### src/rtl/combat_resolver_pkg.sv
// Shared definitions for the fighter datapath: widths, player state codes,
// combat tuning defaults and the resolver FSM encoding.
package combat_resolver_pkg;

  localparam int STATE_DEPTH        = 3;
  localparam int SPRITE_INDEX_DEPTH = 4;
  localparam int POSITION_DEPTH     = 10;
  localparam int PLAYER_WIDTH       = 32;

  localparam logic [STATE_DEPTH-1:0] NOTHING    = 3'd0;
  localparam logic [STATE_DEPTH-1:0] WALK_LEFT  = 3'd1;
  localparam logic [STATE_DEPTH-1:0] WALK_RIGHT = 3'd2;
  localparam logic [STATE_DEPTH-1:0] BLOCK      = 3'd3;
  localparam logic [STATE_DEPTH-1:0] KICK       = 3'd4;
  localparam logic [STATE_DEPTH-1:0] GRAB       = 3'd5;
  localparam logic [STATE_DEPTH-1:0] WIN        = 3'd6;
  localparam logic [STATE_DEPTH-1:0] LOSE       = 3'd7;

  localparam int unsigned DEF_KICK_ACTIVE_START = 2;
  localparam int unsigned DEF_KICK_ACTIVE_END   = 3;
  localparam int unsigned DEF_KICK_RANGE        = 20;
  localparam int unsigned DEF_GRAB_ACTIVE_FRAME = 1;
  localparam int unsigned DEF_GRAB_RANGE        = 8;
  localparam int unsigned DEF_TIMEOUT_CYCLES    = 16;

  typedef enum logic [2:0] {
    S_IDLE      = 3'd0,
    S_WAIT_DONE = 3'd1,
    S_COMPUTE   = 3'd2,
    S_RESOLVE   = 3'd3,
    S_LOCKED    = 3'd4
  } resolver_state_e;

endpackage

### src/rtl/combat_resolver_frame_edge_sync.sv
// Two-flop synchroniser for the asynchronous frame clock followed by a
// rising-edge detector; frame_edge_o is one sys_clk cycle wide.
module frame_edge_sync (
  input  logic sys_clk,
  input  logic reset,
  input  logic frame_clk_i,
  output logic frame_edge_o
);

  logic sync1_q, sync2_q, prev_q;

  // synchronise frame_clk and keep the previous synchronised level
  always_ff @(posedge sys_clk or negedge reset) begin
    if (!reset) begin
      sync1_q <= 1'b0;
      sync2_q <= 1'b0;
      prev_q  <= 1'b0;
    end else begin
      sync1_q <= frame_clk_i;
      sync2_q <= sync1_q;
      prev_q  <= sync2_q;
    end
  end

  assign frame_edge_o = sync2_q & ~prev_q;

endmodule

### src/rtl/combat_resolver.sv
// Per-frame hit resolver between the two player next-state calculators.
// State | meaning
//   IDLE      | waiting for a frame edge
//   WAIT_DONE | waiting for both done flags (or the timeout)
//   COMPUTE   | capture range/active-frame checks from the inputs
//   RESOLVE   | decide who landed using only captured values
//   LOCKED    | a hit landed; round over until reset
module combat_resolver
  import combat_resolver_pkg::*;
#(
  parameter int unsigned KICK_ACTIVE_START = DEF_KICK_ACTIVE_START,
  parameter int unsigned KICK_ACTIVE_END   = DEF_KICK_ACTIVE_END,
  parameter int unsigned KICK_RANGE        = DEF_KICK_RANGE,
  parameter int unsigned GRAB_ACTIVE_FRAME = DEF_GRAB_ACTIVE_FRAME,
  parameter int unsigned GRAB_RANGE        = DEF_GRAB_RANGE,
  parameter int unsigned TIMEOUT_CYCLES    = DEF_TIMEOUT_CYCLES
) (
  input  logic                          sys_clk,
  input  logic                          reset,
  input  logic                          frame_clk,
  input  logic [STATE_DEPTH-1:0]        p1_state,
  input  logic [SPRITE_INDEX_DEPTH-1:0] p1_index,
  input  logic [POSITION_DEPTH-1:0]     p1_position,
  input  logic                          p1_done,
  input  logic [STATE_DEPTH-1:0]        p2_state,
  input  logic [SPRITE_INDEX_DEPTH-1:0] p2_index,
  input  logic [POSITION_DEPTH-1:0]     p2_position,
  input  logic                          p2_done,
  output logic                          p1_attack_connected,
  output logic                          p2_attack_connected,
  output logic                          round_over,
  output logic                          resolve_valid,
  output logic                          clash,
  output logic                          frame_overrun
);

  localparam int GAP_W = POSITION_DEPTH + 1;
  localparam int CNT_W = $clog2(TIMEOUT_CYCLES + 1);
  localparam logic [SPRITE_INDEX_DEPTH-1:0] KICK_START_IDX = SPRITE_INDEX_DEPTH'(KICK_ACTIVE_START);
  localparam logic [SPRITE_INDEX_DEPTH-1:0] KICK_END_IDX   = SPRITE_INDEX_DEPTH'(KICK_ACTIVE_END);
  localparam logic [SPRITE_INDEX_DEPTH-1:0] GRAB_IDX       = SPRITE_INDEX_DEPTH'(GRAB_ACTIVE_FRAME);
  localparam logic [GAP_W-1:0]              KICK_REACH     = GAP_W'(KICK_RANGE);
  localparam logic [GAP_W-1:0]              GRAB_REACH     = GAP_W'(GRAB_RANGE);
  localparam logic [CNT_W-1:0]              CNT_LAST       = CNT_W'(TIMEOUT_CYCLES - 1);

  resolver_state_e  state_q, state_d;
  logic [CNT_W-1:0] cnt_q, cnt_d;
  logic             frame_edge;
  logic [GAP_W-1:0] p1_front, gap;
  logic             kick_p1_c, kick_p2_c, grab_p1_c, grab_p2_c, ended_c;
  logic             kick_p1_q, kick_p2_q, grab_p1_q, grab_p2_q, ended_q;
  logic [STATE_DEPTH-1:0] p1_state_q, p2_state_q;
  logic             lands_p1, lands_p2, capture;
  logic             p1_hit_q, p1_hit_d, p2_hit_q, p2_hit_d, overrun_q, overrun_d;

  frame_edge_sync u_frame_edge_sync (
    .sys_clk      (sys_clk),
    .reset        (reset),
    .frame_clk_i  (frame_clk),
    .frame_edge_o (frame_edge)
  );

  // gap between the players (saturating at 0 on overlap) and attack reach checks
  always_comb begin
    p1_front  = {1'b0, p1_position} + GAP_W'(PLAYER_WIDTH);
    gap       = ({1'b0, p2_position} < p1_front) ? '0 : ({1'b0, p2_position} - p1_front);
    kick_p1_c = (p1_state == KICK) && (p1_index >= KICK_START_IDX) &&
                (p1_index <= KICK_END_IDX) && (gap <= KICK_REACH);
    kick_p2_c = (p2_state == KICK) && (p2_index >= KICK_START_IDX) &&
                (p2_index <= KICK_END_IDX) && (gap <= KICK_REACH);
    grab_p1_c = (p1_state == GRAB) && (p1_index == GRAB_IDX) && (gap <= GRAB_REACH);
    grab_p2_c = (p2_state == GRAB) && (p2_index == GRAB_IDX) && (gap <= GRAB_REACH);
    ended_c   = (p1_state == WIN) || (p1_state == LOSE) ||
                (p2_state == WIN) || (p2_state == LOSE);
  end

  // a finished round (WIN/LOSE) suppresses both hits so it cannot re-trigger
  assign lands_p1 = ~ended_q & ((kick_p1_q & (p2_state_q != BLOCK)) |
                                (grab_p1_q & (p2_state_q != KICK)));
  assign lands_p2 = ~ended_q & ((kick_p2_q & (p1_state_q != BLOCK)) |
                                (grab_p2_q & (p1_state_q != KICK)));

  // next-state, counter and result decisions
  always_comb begin
    state_d       = state_q;
    cnt_d         = cnt_q;
    capture       = 1'b0;
    p1_hit_d      = p1_hit_q;
    p2_hit_d      = p2_hit_q;
    overrun_d     = overrun_q;
    resolve_valid = 1'b0;
    clash         = 1'b0;
    case (state_q)
      S_IDLE: begin
        if (frame_edge) begin
          state_d = S_WAIT_DONE;
          cnt_d   = '0;
        end
      end
      S_WAIT_DONE: begin
        cnt_d = cnt_q + CNT_W'(1);
        if (frame_edge) begin
          overrun_d = 1'b1;
          cnt_d     = '0;
        end else if ((p1_done && p2_done) || (cnt_q == CNT_LAST)) begin
          state_d = S_COMPUTE;
        end
      end
      S_COMPUTE: begin
        capture = 1'b1;
        if (frame_edge) begin
          overrun_d = 1'b1;
          state_d   = S_WAIT_DONE;
          cnt_d     = '0;
        end else begin
          state_d = S_RESOLVE;
        end
      end
      S_RESOLVE: begin
        resolve_valid = 1'b1;
        if (frame_edge) overrun_d = 1'b1;
        if (lands_p1 && lands_p2) begin
          clash = 1'b1;
        end else if (lands_p1) begin
          p1_hit_d = 1'b1;
        end else if (lands_p2) begin
          p2_hit_d = 1'b1;
        end
        if (lands_p1 != lands_p2) begin
          state_d = S_LOCKED;
        end else begin
          state_d = frame_edge ? S_WAIT_DONE : S_IDLE;
          cnt_d   = '0;
        end
      end
      S_LOCKED: begin
        state_d = S_LOCKED;
      end
      default: begin
        state_d = S_IDLE;
      end
    endcase
  end

  // FSM, counter and sticky result registers
  always_ff @(posedge sys_clk or negedge reset) begin
    if (!reset) begin
      state_q   <= S_IDLE;
      cnt_q     <= '0;
      p1_hit_q  <= 1'b0;
      p2_hit_q  <= 1'b0;
      overrun_q <= 1'b0;
    end else begin
      state_q   <= state_d;
      cnt_q     <= cnt_d;
      p1_hit_q  <= p1_hit_d;
      p2_hit_q  <= p2_hit_d;
      overrun_q <= overrun_d;
    end
  end

  // snapshot of the frame's attack checks taken in COMPUTE
  always_ff @(posedge sys_clk or negedge reset) begin
    if (!reset) begin
      kick_p1_q  <= 1'b0;
      kick_p2_q  <= 1'b0;
      grab_p1_q  <= 1'b0;
      grab_p2_q  <= 1'b0;
      ended_q    <= 1'b0;
      p1_state_q <= NOTHING;
      p2_state_q <= NOTHING;
    end else if (capture) begin
      kick_p1_q  <= kick_p1_c;
      kick_p2_q  <= kick_p2_c;
      grab_p1_q  <= grab_p1_c;
      grab_p2_q  <= grab_p2_c;
      ended_q    <= ended_c;
      p1_state_q <= p1_state;
      p2_state_q <= p2_state;
    end
  end

  assign p1_attack_connected = p1_hit_q;
  assign p2_attack_connected = p2_hit_q;
  assign round_over          = p1_hit_q | p2_hit_q;
  assign frame_overrun       = overrun_q;

endmodule

### config.mk
export PLATFORM = sky130hd
export DESIGN_NAME = combat_resolver
export DESIGN_NICKNAME = d
export VERILOG_FILES = /design/src/rtl/combat_resolver_pkg.sv /design/src/rtl/combat_resolver_frame_edge_sync.sv /design/src/rtl/combat_resolver.sv
export SDC_FILE = /design/constraint.sdc
export NUM_CORES = 1
export LEC_CHECK = 0
export ABC_AREA = 1
export CAP_MARGIN = 20
export CORE_MARGIN = 5
export CORE_UTILIZATION = 45
export DETAILED_ROUTE_END_ITERATION = 10
export HOLD_SLACK_MARGIN = 0.15
export PLACE_DENSITY = 0.75
export SLEW_MARGIN = 20
export SYNTH_ARGS = -nofsm -noshare
export SYNTH_HDL_FRONTEND = slang
export SYNTH_HIERARCHICAL = 1
export SYNTH_SLANG_ARGS = --single-unit
### constraint.sdc
create_clock -name sys_clk -period 5.1 [get_ports sys_clk]
set_clock_uncertainty 0.1 [all_clocks]
set_input_delay 1.02 -clock sys_clk [delete_from_list [all_inputs] [get_ports sys_clk]]
set_output_delay 1.02 -clock sys_clk [all_outputs]
set_load 0.1 [all_outputs]
==> run metrics <==
outcome finished clean; sequential cell area about 630 sq um; Crit Path Max Fanout 2; achievable frequency about 270 MHz; XOR/XNOR Fraction of Synth Area between 2 and 3%; hpwl dp roughly 3300 microns; largest net degree at the start of global routing 26; PnR worst setup slack ~1.4 ns; Critical path origin p2_state_q[0]$_DFFE_PN0P_; via count around 1800; drt drc 0; H-tree Lvls 1; number of filler cells placed in the layout 362; Ant. Diodes 0; CTS clk-pin slew, worst paths around 0.090 ns; Clock Tree Buf Depth 2; Tot GR Track Use ~15%; crit path capture type output pin; Tcrit/Tclk final a little under three quarters; area of the multi-input gates between 0.001 and 0.0015 sq mm; cts bufs inserted 3; Final Max Tran Viols 0; die width around 75 microns; core area 0.00406 sq mm; Final Wtd Congestion roughly 0.80; Worst EP arrival about 2.6 ns; NetSw between 0.4 and 0.5 mW; Syn Nets around 330; die area ~0.0056 sq mm; crit path buf inv count 4; routed len/inst between 10 and 15 microns; fraction of the mapped netlist area in simple logic gates 31.0%; Final nets ~370; slew margin rel. a little over a third; Post-Synth Adder-Cell Area between 10% and 20%; Yosys reg bits 25; initial antenna violation count 0; pwr dens approximately 350 mW/mm^2; Post-synth ARST share 100%; most common cell after layout, fill and taps aside nand2_1; syn avg cell area approximately 7 sq um; clock latency on the worst-skew pair between 0.2 and 0.3 ns; EDFF count, synth 0; first-pass GRT wire length roughly 6700 microns; Synth Flop Type dfrtp_1; synth unique cells 32; routed wire length a little under 4000 microns; Setup CP Type flip-flop to output pin; number of core rows 23; critical path, cell by cell inv_1 -> o31ai_1 -> nand2_1 -> inv_1 -> nor2_1 -> ha_1 -> inv_1 -> nor3_1 -> clkdlybuf4s50_1; sw frac 47.1%; mapped cell area between 0.0015 and 0.002 sq mm; VDD IR max between 200 and 250 uV; part of the power in registers approximately a third; synthesis-to-finish area growth 28.3%; Final ANT Viol Nets 0; Cell Count Post-Placement roughly 370; Root Driver clkbuf_8; Synth Area in Compound Gates between 10 and 15%; Final min period 3.67 ns; power share of the combinational group between 50% and 60%; worst hold path class flip-flop to flip-flop; Top delay family on crit path buffers and inverters; Placement Setup Slack roughly 1.7 ns; post-synthesis mux area share 0%; number of global-route vias before repair about 1700; Max Cap Viol 0; final hold violations 0; crit start category flip-flop; layout cells sized above 1 roughly 7.5%; Final Core Density between 60% and 70%; final setup fails 0; drt via density 5.00; Synth Instances 272; Iter 0 DRT Violations 58; post-synthesis sequential area ratio 32.8%; # clock sinks 25; Initial Util between 40% and 50%; power share of the clock group 13.2%; Required @ worst endpoint approximately 4 ns; unrepaired setup endpoints after global routing no; CP max stage cell clkdlybuf4s50_1; main combinational cell family by area after synthesis simple AND/OR/NAND/NOR gates; P_int about 0.46 mW; most frequent cells in the layout 71 x nand2_1, 46 x inv_1, 43 x clkdlybuf4s50_1; Pre-Repair DR Iteration Count 7; hold_sp u_frame_edge_sync/sync1_q$_DFF_PN0_; GRT overflow 0; setup TNS 0 ns; Post-CTS Setup Inserts 0; hold_buf cts 0; Slew @ Worst Pin about 0.97 ns; Tot Pwr between 0.8 and 0.9 mW; I/O Pins 45; fin cells 369; Synth Warn # 6; Resize count post-CTS 0; CP most frequent cell inv_1; reg2reg start p2_state_q[2]$_DFFE_PN0P_; number of port buffers 44; die height ~75 microns; CP peak stage delay about 1.2 ns; Leakage about 1.2 nW; CTS tree yes
cell usage after synthesis (5+ instances only):
library cell | n | share of area (%)
a21oi_1 | 13 | 3.4
o21ai_0 | 7 | 1.8
nor2_1 | 19 | 3.7
nand3_1 | 19 | 5.0
inv_1 | 46 | 9.1
dfrtp_1 | 25 | 33
xor2_1 | 5 | 2.3
nand2_1 | 71 | 14
nand4_1 | 5 | 1.6
nor2_2 | 5 | 1.6
ha_1 | 14 | 9.2
inv_2 | 6 | 1.2
per-layer routing:
| layer | vias to the layer above | wire, microns | track usage, % |
|---|---|---|---|
| met5 | - | 0 | 0 |
| met4 | 0 | 57 | 5.73 |
| met3 | 5 | 337 | 2.67 |
| met2 | 48 | 1830 | 26.2 |
| met1 | 819 | 1750 | 18.2 |
| li1 | 973 | - | - |
sequential cells by signal (all words and copies together) (netlist names), 3 cells and up:
name	flops
cnt_q	5
state_q	3
p2_state_q	3
p1_state_q	3
kinds of logic (layout without fill, tap and decap cells):
logic type | after synthesis | after routing
and+or+nand+nor | 132 | 132
buffers and inverters | 55 | 102
AOI/OAI and AO/OA | 39 | 39
DFF | 25 | 25
adders and majority gates | 15 | 15
xor gates and xnor gates | 6 | 6
power by group through the flow:
stage	Combinational, mW	Sequential, mW	Clock, mW
after floorplan	0.295	0.342	0
after global placement	0.457	0.290	0
after detailed placement	0.464	0.293	0
after CTS	0.466	0.289	0.120
after global routing	0.518	0.296	0.131
final	0.464	0.289	0.114
path summary, 6_finish.rpt:
check,endpoint,slack [ns],depth (start not counted)
max in group asynchronous,p1_state_q[0]$_DFFE_PN0P_,3.92,1
min reg2reg,u_frame_edge_sync/sync2_q$_DFF_PN0_,0.26,0
max reg2reg,cnt_q[3]$_DFFE_PN0P_,3.19,10
min,u_frame_edge_sync/sync2_q$_DFF_PN0_,0.26,0
max,clash,1.43,9
min in group asynchronous,p2_attack_connected$_DFFE_PN0P_,0.62,1
area by class of cell:
class	instances	area share, %
flip-flops and latches	25	25.6
multi-input cells	192	43.8
repair buffers	44	17.8
clock inverters	1	0.307
clock buffers	3	1.69
well taps	50	2.56
inverters	54	8.29
through the flow:
step | hold WS [ns] | instance area (sq um)
6_report | 0.263 | 2450
5_1_grt | 0.286 | 2450
4_1_cts | 0.266 | 2450
3_5_place_dp | 0.244 | 2400
3_3_place_gp | 0.234 | 2400
2_1_floorplan | 0.231 | 1910
(Power assumes the default switching activity.)
